==> src/rtl/ctrl_result_writeback.sv <==
// Captures one tile of deskewed result rows, applies optional ReLU and writes
// each row to the results SRAM one cycle after it arrives.
module ctrl_result_writeback #(
  parameter int MATRIX_SIZE    = 32,
  parameter int PARTIAL_SUM_BW = 24,
  parameter int ADDRESSSIZE    = 10
) (
  input  logic                                  clk,
  input  logic                                  rstn,
  input  logic                                  start,
  input  logic [ADDRESSSIZE-1:0]                base_addr,
  input  logic                                  relu_en,
  input  logic                                  row_valid,
  input  logic [PARTIAL_SUM_BW*MATRIX_SIZE-1:0] row_data,
  output logic                                  sram_we,
  output logic [ADDRESSSIZE-1:0]                sram_addr,
  output logic [PARTIAL_SUM_BW*MATRIX_SIZE-1:0] sram_wdata,
  output logic                                  busy,
  output logic                                  done,
  output logic [$clog2(MATRIX_SIZE):0]          row_count,
  output logic                                  stray_err,
  output logic [1:0]                            fsm_state
);

  localparam int RW = PARTIAL_SUM_BW * MATRIX_SIZE;
  localparam int CW = $clog2(MATRIX_SIZE) + 1;

  localparam logic [1:0] IDLE  = 2'd0;
  localparam logic [1:0] ARMED = 2'd1;
  localparam logic [1:0] WRITE = 2'd2;
  localparam logic [1:0] DONE  = 2'd3;

  logic [1:0]             state;
  logic [ADDRESSSIZE-1:0] base_q;
  logic                   relu_q;
  logic                   tile_full;
  logic                   capture;
  logic [ADDRESSSIZE-1:0] row_addr;
  logic [RW-1:0]          row_relu;

  // row_valid is a one-way strobe with no ready: every row_valid cycle in
  // ARMED, or in WRITE before the tile is full, is consumed as the next row.
  assign tile_full = (row_count == CW'(MATRIX_SIZE));
  assign capture   = row_valid && ((state == ARMED) || ((state == WRITE) && !tile_full));
  assign row_addr  = base_q + ADDRESSSIZE'(row_count);

  always_comb begin
    row_relu = row_data;
    if (relu_q) begin
      for (int i = 0; i < MATRIX_SIZE; i++) begin
        if (row_data[i*PARTIAL_SUM_BW + PARTIAL_SUM_BW - 1]) begin
          row_relu[i*PARTIAL_SUM_BW +: PARTIAL_SUM_BW] = '0;
        end
      end
    end
  end

  always_ff @(posedge clk or negedge rstn) begin
    if (!rstn) begin
      state      <= IDLE;
      base_q     <= '0;
      relu_q     <= 1'b0;
      sram_we    <= 1'b0;
      sram_addr  <= '0;
      sram_wdata <= '0;
      row_count  <= '0;
      stray_err  <= 1'b0;
    end else begin
      sram_we <= capture;
      if (capture) begin
        sram_addr  <= row_addr;
        sram_wdata <= row_relu;
        row_count  <= row_count + CW'(1);
      end
      case (state)
        IDLE: begin
          if (start) begin
            state     <= ARMED;
            base_q    <= base_addr;
            relu_q    <= relu_en;
            row_count <= '0;
            stray_err <= 1'b0;
          end else if (row_valid) begin
            stray_err <= 1'b1;
          end
        end
        ARMED: begin
          if (row_valid) state <= WRITE;
        end
        WRITE: begin
          // Tile full means this is the final write cycle; any row now is stray.
          if (tile_full) begin
            state <= DONE;
            if (row_valid) stray_err <= 1'b1;
          end
        end
        default: begin
          state <= IDLE;
          if (row_valid) stray_err <= 1'b1;
        end
      endcase
    end
  end

  assign busy      = (state == ARMED) || (state == WRITE);
  assign done      = (state == DONE);
  assign fsm_state = state;

endmodule

==> config.mk <==
export PLATFORM = sky130hd
export DESIGN_NAME = ctrl_result_writeback
export DESIGN_NICKNAME = d
export VERILOG_FILES = /design/src/rtl/ctrl_result_writeback.sv
export SDC_FILE = /design/constraint.sdc
export NUM_CORES = 2
export LEC_CHECK = 0
export CORE_AREA = 3 3 605 607
export DETAILED_ROUTE_END_ITERATION = 8
export DIE_AREA = 0 0 608 610
export PLACE_DENSITY_LB_ADDON = 0.3
export RECOVER_POWER = 25
export SYNTH_ARGS = -nofsm -noshare
export SYNTH_HDL_FRONTEND = slang
export SYNTH_SLANG_ARGS = --single-unit
==> constraint.sdc <==
create_clock -name clk -period 3 [get_ports clk]
set_clock_uncertainty 0.2 [all_clocks]
set_input_delay 0.6 -clock clk [delete_from_list [all_inputs] [get_ports clk]]
set_output_delay 0.6 -clock clk [all_outputs]
set_load 0.05 [all_outputs]
* After elaboration in Yosys (flattened, before gate mapping)
Index checks and enable logic that the tools add are counted.
** Operators by class
- $add $sub $neg :: 2
- Multipliers :: 0
- Divide/modulo/power cells :: 0
- Order comparisons :: 0
- Equality and inequality tests :: 7
- Shift-type cells :: 0
- Muxes and demuxes :: 44
- Bitwise logic cells :: 1
- Reduce and logical (&&, ||, !) cells :: 9
** Operator list (count)
- $mux W768 :: 1
- $mux W23 :: 32
- $mux W6 :: 3
- $add A10 B6 Y10 :: 1
- $add A6 B1 Y6 const B :: 1
- $eq A6 B6 Y1 const B :: 1
- $mux W2 :: 3
- $ne A2 B2 Y1 const B :: 3
- $pmux W2 S3 :: 1
- $eq A2 B2 Y1 const B :: 2
- $reduce_and A2 Y1 :: 2
- $mux W1 :: 3
- $pmux W1 S3 :: 1
- $reduce_and A3 Y1 :: 1
- $eq A2 B1 Y1 const B :: 1
- $logic_and A1 B1 Y1 :: 2
- $logic_not A2 Y1 :: 1
- $logic_or A1 B1 Y1 :: 2
- $logic_not A1 Y1 :: 1
- $not A1 Y1 :: 1
** Storage, ports and cells
- Bits in registers :: 799
- Bits in latches :: 0
- RAM bits :: 0
- Memory bits (read-only) :: 0
- Bits of input ports :: 783
- Output and inout port bits :: 790
- Word-level logic and storage cells :: 71
- Memories kept :: 0

* Longest topological paths before layout
- Word-level depth :: 8
- Mapped depth :: 11
- Gate-level depth less buffers :: 8

* Least setup slack after synthesis
Ideal clock, no wire load.
- Path type :: register to register
- Start :: register row_count[0]
- End :: register sram_addr[8]
- Setup time :: 0.133 ns
- Arrival time :: 2.102 ns
- Required time :: 2.667 ns
- Slack :: 0.565 ns
- Cell stages (with the launch flop) :: 9
- Buffers on the path :: 0
- Period minus slack after synthesis :: 2.435 ns
- Path through :: dfrtp_1 -> ha_1 -> inv_1 -> fa_1 -> nor2b_1 -> o31ai_1 -> a211oi_1 -> xnor2_1 -> o21ai_0
** Between the ends
- Word-level cells in the longest chain between the ends :: 5
- Elaborated cells between the ends (all ways) :: 6
** RTL lines
- start: declaration :: line 20 : output logic [$clog2(MATRIX_SIZE):0] row_count,
- start signal: assignment :: line 73 : row_count <= row_count + CW'(1);
- branches (longest 5 deep; another with $add A10 B6 Y10)
- end signal: assignment :: line 71 : sram_addr <= row_addr;
- end: declaration :: line 16 : output logic [ADDRESSSIZE-1:0] sram_addr,
Parallel ways; which one is timed is not known.
A chain may end at the register's enable or synchronous reset.

* Worst setup path after layout
- Start :: register sram_wdata[749]
- End :: output port sram_wdata[749]
** RTL lines
- start: declaration :: line 17 : output logic [PARTIAL_SUM_BW*MATRIX_SIZE-1:0] sram_wdata,
- start signal: assignment :: line 72 : sram_wdata <= row_relu;
No word-level cell between the ends.

==> impl_metrics.prom <==
# TYPE chip_impl_metric gauge
chip_impl_info{name="outcome",value="finished with violations"} 1
chip_impl_info{name="violations",value="capacitance limit, slew limit"} 1
chip_impl_info{name="worst-setup-path-type",value="reg2out"} 1
chip_impl_metric{name="pin_count_of_the_biggest_net_entering_global_routing",unit=""} 115
chip_impl_metric{name="grt_antenna_before_repair",unit=""} 159
chip_impl_metric{name="setup_viol",unit=""} 0
chip_impl_metric{name="ys_warn_count",unit=""} 0
chip_impl_metric{name="clk_pin_slew",unit="ps"} 60
chip_impl_metric{name="final_antenna_net_count",unit=""} 0
chip_impl_metric{name="power.share.sequential",unit="%"} 23.7
chip_impl_info{name="critical-path-top-delay-family",value="buffers and inverters"} 1
chip_impl_metric{name="power.density_cell_area",unit="nW/um^2"} 1420
chip_impl_info{name="synthTopCellsByArea",value="sky130_fd_sc_hd__dfrtp_1 (63%), sky130_fd_sc_hd__nand2_1 (18%), sky130_fd_sc_hd__nand3_1 (12%)"} 1
chip_impl_info{name="synth_top_flop_cell",value="sky130_fd_sc_hd__dfrtp_1"} 1
chip_impl_metric{name="finalHoldViolations",unit=""} 0
chip_impl_metric{name="dr_total_vias",unit=""} 33500
chip_impl_metric{name="power.internal",unit="mW"} 35.5
chip_impl_metric{name="timing.max_slew.rel_slack",unit="%"} -34.8
chip_impl_metric{name="drt_first_pass_iters",unit=""} 6
chip_impl_metric{name="clock-sinks",unit=""} 799
chip_impl_metric{name="max_clock_freq",unit="GHz"} 0.344
chip_impl_metric{name="floorplan.initialDensity",unit="%"} 8.78
chip_impl_metric{name="ys_ff_latch",unit=""} 799
chip_impl_metric{name="grt_use_total",unit="%"} 17.2
chip_impl_metric{name="seq_area_frac_synth",unit="%"} 63.0
chip_impl_metric{name="period_needed",unit="ps"} 2910
chip_impl_metric{name="combPwrFrac",unit="%"} 58.9
chip_impl_metric{name="die_area",unit="sq um"} 371000
chip_impl_metric{name="power.switching",unit="mW"} 46.3
chip_impl_metric{name="critical_path_buf_inv_count",unit=""} 1
chip_impl_metric{name="post_synth_inst_count",unit=""} 3495
chip_impl_info{name="holdCritPathClass",value="in2reg"} 1
chip_impl_metric{name="global_route.overflow_total",unit=""} 0
chip_impl_metric{name="cts_buffer_depth",unit=""} 4
chip_impl_metric{name="grt_pass1_vias",unit=""} 34000
chip_impl_metric{name="power_leakage",unit="nW"} 26.9
chip_impl_metric{name="core",unit="sq um"} 362000
chip_impl_metric{name="wl_final",unit="um"} 331000
chip_impl_metric{name="cp.required",unit="ps"} 2200
chip_impl_info{name="tritoncts",value="yes"} 1
chip_impl_metric{name="max_cap_violations",unit=""} 4
chip_impl_info{name="synth.cells.most_frequent",value="sky130_fd_sc_hd__nand2_1 (1554), sky130_fd_sc_hd__dfrtp_1 (799), sky130_fd_sc_hd__nand3_1 (736)"} 1
chip_impl_metric{name="pwr-share-clk",unit="%"} 17.4
chip_impl_info{name="yosys.cell_count.top_type",value="sky130_fd_sc_hd__nand2_1"} 1
chip_impl_metric{name="area_growth_syn_to_layout",unit="%"} 81.3
chip_impl_metric{name="wp_data_arrival",unit="ps"} 2110
chip_impl_metric{name="cts_setup_buffers",unit=""} 0
chip_impl_metric{name="swShare",unit="%"} 56.6
chip_impl_metric{name="path_max_fanout",unit=""} 2
chip_impl_info{name="cp_cell_sequence",value="clkdlybuf4s50_1"} 1
chip_impl_info{name="timing.critical_path.to_type",value="primary output"} 1
chip_impl_metric{name="fin_crit_sh",unit="%"} 96.9
chip_impl_metric{name="synthesis.area",unit="sq um"} 31800
chip_impl_info{name="rsz0062_at_grt",value="false"} 1
chip_impl_metric{name="synth.net_count",unit=""} 4291
chip_impl_metric{name="place.port_buffers",unit=""} 1572
chip_impl_metric{name="finish.utilization",unit="%"} 15.9
chip_impl_metric{name="clkLatencyLatePin",unit="ps"} 880
chip_impl_info{name="cp_slowest_cell",value="sky130_fd_sc_hd__clkdlybuf4s50_1"} 1
chip_impl_metric{name="finalNetCount",unit=""} 5974
chip_impl_metric{name="ir_worst_vdd",unit="uV"} 528
chip_impl_metric{name="io_pins",unit=""} 1573
chip_impl_metric{name="synth.distinct_cells",unit=""} 36
chip_impl_info{name="post-synth-top-area-cell",value="sky130_fd_sc_hd__dfrtp_1"} 1
chip_impl_metric{name="synth-edff-count",unit=""} 0
chip_impl_metric{name="die_x",unit="um"} 608
chip_impl_metric{name="ctsHtreeMaxLevel",unit=""} 3
chip_impl_metric{name="synth_top_area_share",unit="%"} 63.0
chip_impl_metric{name="placement_rows",unit=""} 221
chip_impl_metric{name="remaining_drc_errors",unit=""} 0
chip_impl_metric{name="design_power_total",unit="mW"} 81.8
chip_impl_metric{name="ys_async_sr_fraction",unit="%"} 100
chip_impl_metric{name="dr.first_iter.drc_count",unit=""} 2390
chip_impl_metric{name="gp_congestion",unit=""} 0.899
chip_impl_metric{name="die_height",unit="um"} 610
chip_impl_metric{name="syn-mean-instance-area",unit="sq um"} 9.09
chip_impl_metric{name="drt-wirelength-per-cell",unit="um"} 32.7
chip_impl_metric{name="cts-buffers-inserted",unit=""} 116
chip_impl_metric{name="global_route_wire_length_before_repair",unit="um"} 411000
chip_impl_metric{name="timing.final.max_slew_violations",unit=""} 154
chip_impl_info{name="crit_path_start_kind",value="flip-flop"} 1
chip_impl_metric{name="dp_hpwl",unit="um"} 287000
chip_impl_metric{name="hold_slack",unit="ps"} 93.8
chip_impl_metric{name="vias_per_cell",unit=""} 3.32
chip_impl_metric{name="worst_margin_pin_slew",unit="ps"} 2020
chip_impl_metric{name="slowest_delay",unit="ps"} 830
chip_impl_metric{name="final_layout_size_suffix_gt1_share",unit="%"} 14.1
chip_impl_info{name="cts-root-buf",value="sky130_fd_sc_hd__clkbuf_16"} 1
## power groups by stage
stage / sequential, mW / combinational (mW) / clock, mW
finish: 19.4 / 48.1 / 14.3
global placement: 19.4 / 50.1 / 0
floorplan: 35.2 / 8.55 / 0
global route: 19.9 / 51.1 / 15.2
detailed placement: 19.5 / 50.0 / 0
CTS: 19.4 / 49.6 / 14.9
## routing by layer
| layer | global-route usage [%] | up-vias | share of wire (%) |
|---|---|---|---|
| met2 | 28.2 | 1426 | 47 |
| met5 | 0 | - | 0.034 |
| li1 | - | 14700 | - |
| met4 | 4.86 | 18 | 3.3 |
| met3 | 9.42 | 440 | 12 |
| met1 | 19.1 | 16900 | 38 |
## layout by cell type, fill, tap and decap left out, types with 11 or more instances in the layout
cell type                         synthesis  routed
sky130_fd_sc_hd__nand3_1                736     736
sky130_fd_sc_hd__mux2_2                  11      11
sky130_fd_sc_hd__clkbuf_1               108      35
sky130_fd_sc_hd__nand2b_1                32      32
sky130_fd_sc_hd__diode_2                  0      38
sky130_fd_sc_hd__o21ai_0                 43      43
sky130_fd_sc_hd__buf_4                    0     490
sky130_fd_sc_hd__buf_12                   0      41
sky130_fd_sc_hd__clkdlybuf4s50_1          0    1023
sky130_fd_sc_hd__ha_1                    12      12
sky130_fd_sc_hd__dfrtp_1                799     798
sky130_fd_sc_hd__clkbuf_16                0     116
sky130_fd_sc_hd__clkbuf_8                 0      23
sky130_fd_sc_hd__nand2_1               1554    1553
sky130_fd_sc_hd__dlygate4sd2_1            0     160
sky130_fd_sc_hd__dlygate4sd3_1            0      75
sky130_fd_sc_hd__clkinv_2                 1      19
sky130_fd_sc_hd__nor2_1                  11      11
## flip-flops by register name (all words and copies together), names as in the netlist
register,flops
sram_we,1
fsm_state,2
relu_q,1
stray_err,1
sram_wdata,768
row_count,6
base_q,10
sram_addr,10
## worst paths after layout
kind | slack (ps) | cells after the start | endpoint | from
max | 90 | 1 | sram_wdata[749] | sram_wdata[749]$_DFFE_PN0P_
min | 90 | 3 | sram_wdata[728]$_DFFE_PN0P_ | row_data[728]
max reg2reg | 280 | 7 | sram_wdata[325]$_DFFE_PN0P_ | row_count[0]$_DFF_PN0_
min reg2reg | 260 | 2 | sram_wdata[174]$_DFFE_PN0P_ | sram_wdata[174]$_DFFE_PN0P_
max in group asynchronous | 190 | 4 | sram_wdata[318]$_DFFE_PN0P_ | rstn
min in group asynchronous | 510 | 3 | sram_wdata[112]$_DFFE_PN0P_ | rstn
## per-stage QoR
stage	setup WS (ps)	cell area (sq um)	TNS (ps)	instances
after floorplan	565	31800	0	3495
after global placement	18.4	53200	0	9778
after detailed placement	-25.7	53200	-42.2	9778
after CTS	0.164	57600	0	10100
after global routing	10.2	57500	0	10100
final	92.9	57600	0	10100
## what timing repair did
item / in CTS / in global routing
resized for setup: 162 / 1
gates cloned: 0 / 0
hold endpoints to repair: 451 / 0
setup endpoints to repair: 161 / 5
hold buffers: 76 / 0
## layout make-up
cell class              instances  area [sq um]
fillers                     40800        304000
flip-flops and latches        799         20000
repair buffers               1811         17000
multi-input cells            2442         10600
well taps                    4794          6000
clock buffers                 166          3320
clock inverters                45           503
diodes                         38          95.1
inverters                       8          46.3
## worst register-to-register path: stages, from the launching register on
cell	delay, ps
sky130_fd_sc_hd__dfrtp_1	470
sky130_fd_sc_hd__inv_1	100
sky130_fd_sc_hd__ha_1	340
sky130_fd_sc_hd__a41o_4	380
sky130_fd_sc_hd__buf_12	250
sky130_fd_sc_hd__buf_6	560
sky130_fd_sc_hd__nand2_1	200
sky130_fd_sc_hd__nand2_1	80
## logic make-up (layout without fill, tap and decap cells)
family | after synthesis | after routing | share of synthesized area [%]
simple gates | 2344 | 2344 | 31.0
flops | 799 | 799 | 63.0
buf+inv | 254 | 2030 | 3.72
compound gates | 62 | 62 | 1.11
fa+ha+maj | 13 | 13 | 0.536
xor+xnor | 12 | 12 | 0.331
mux | 11 | 11 | 0.390
other cells | 0 | 38 | 0
No activity file was read; power rests on OpenSTA's default activity.
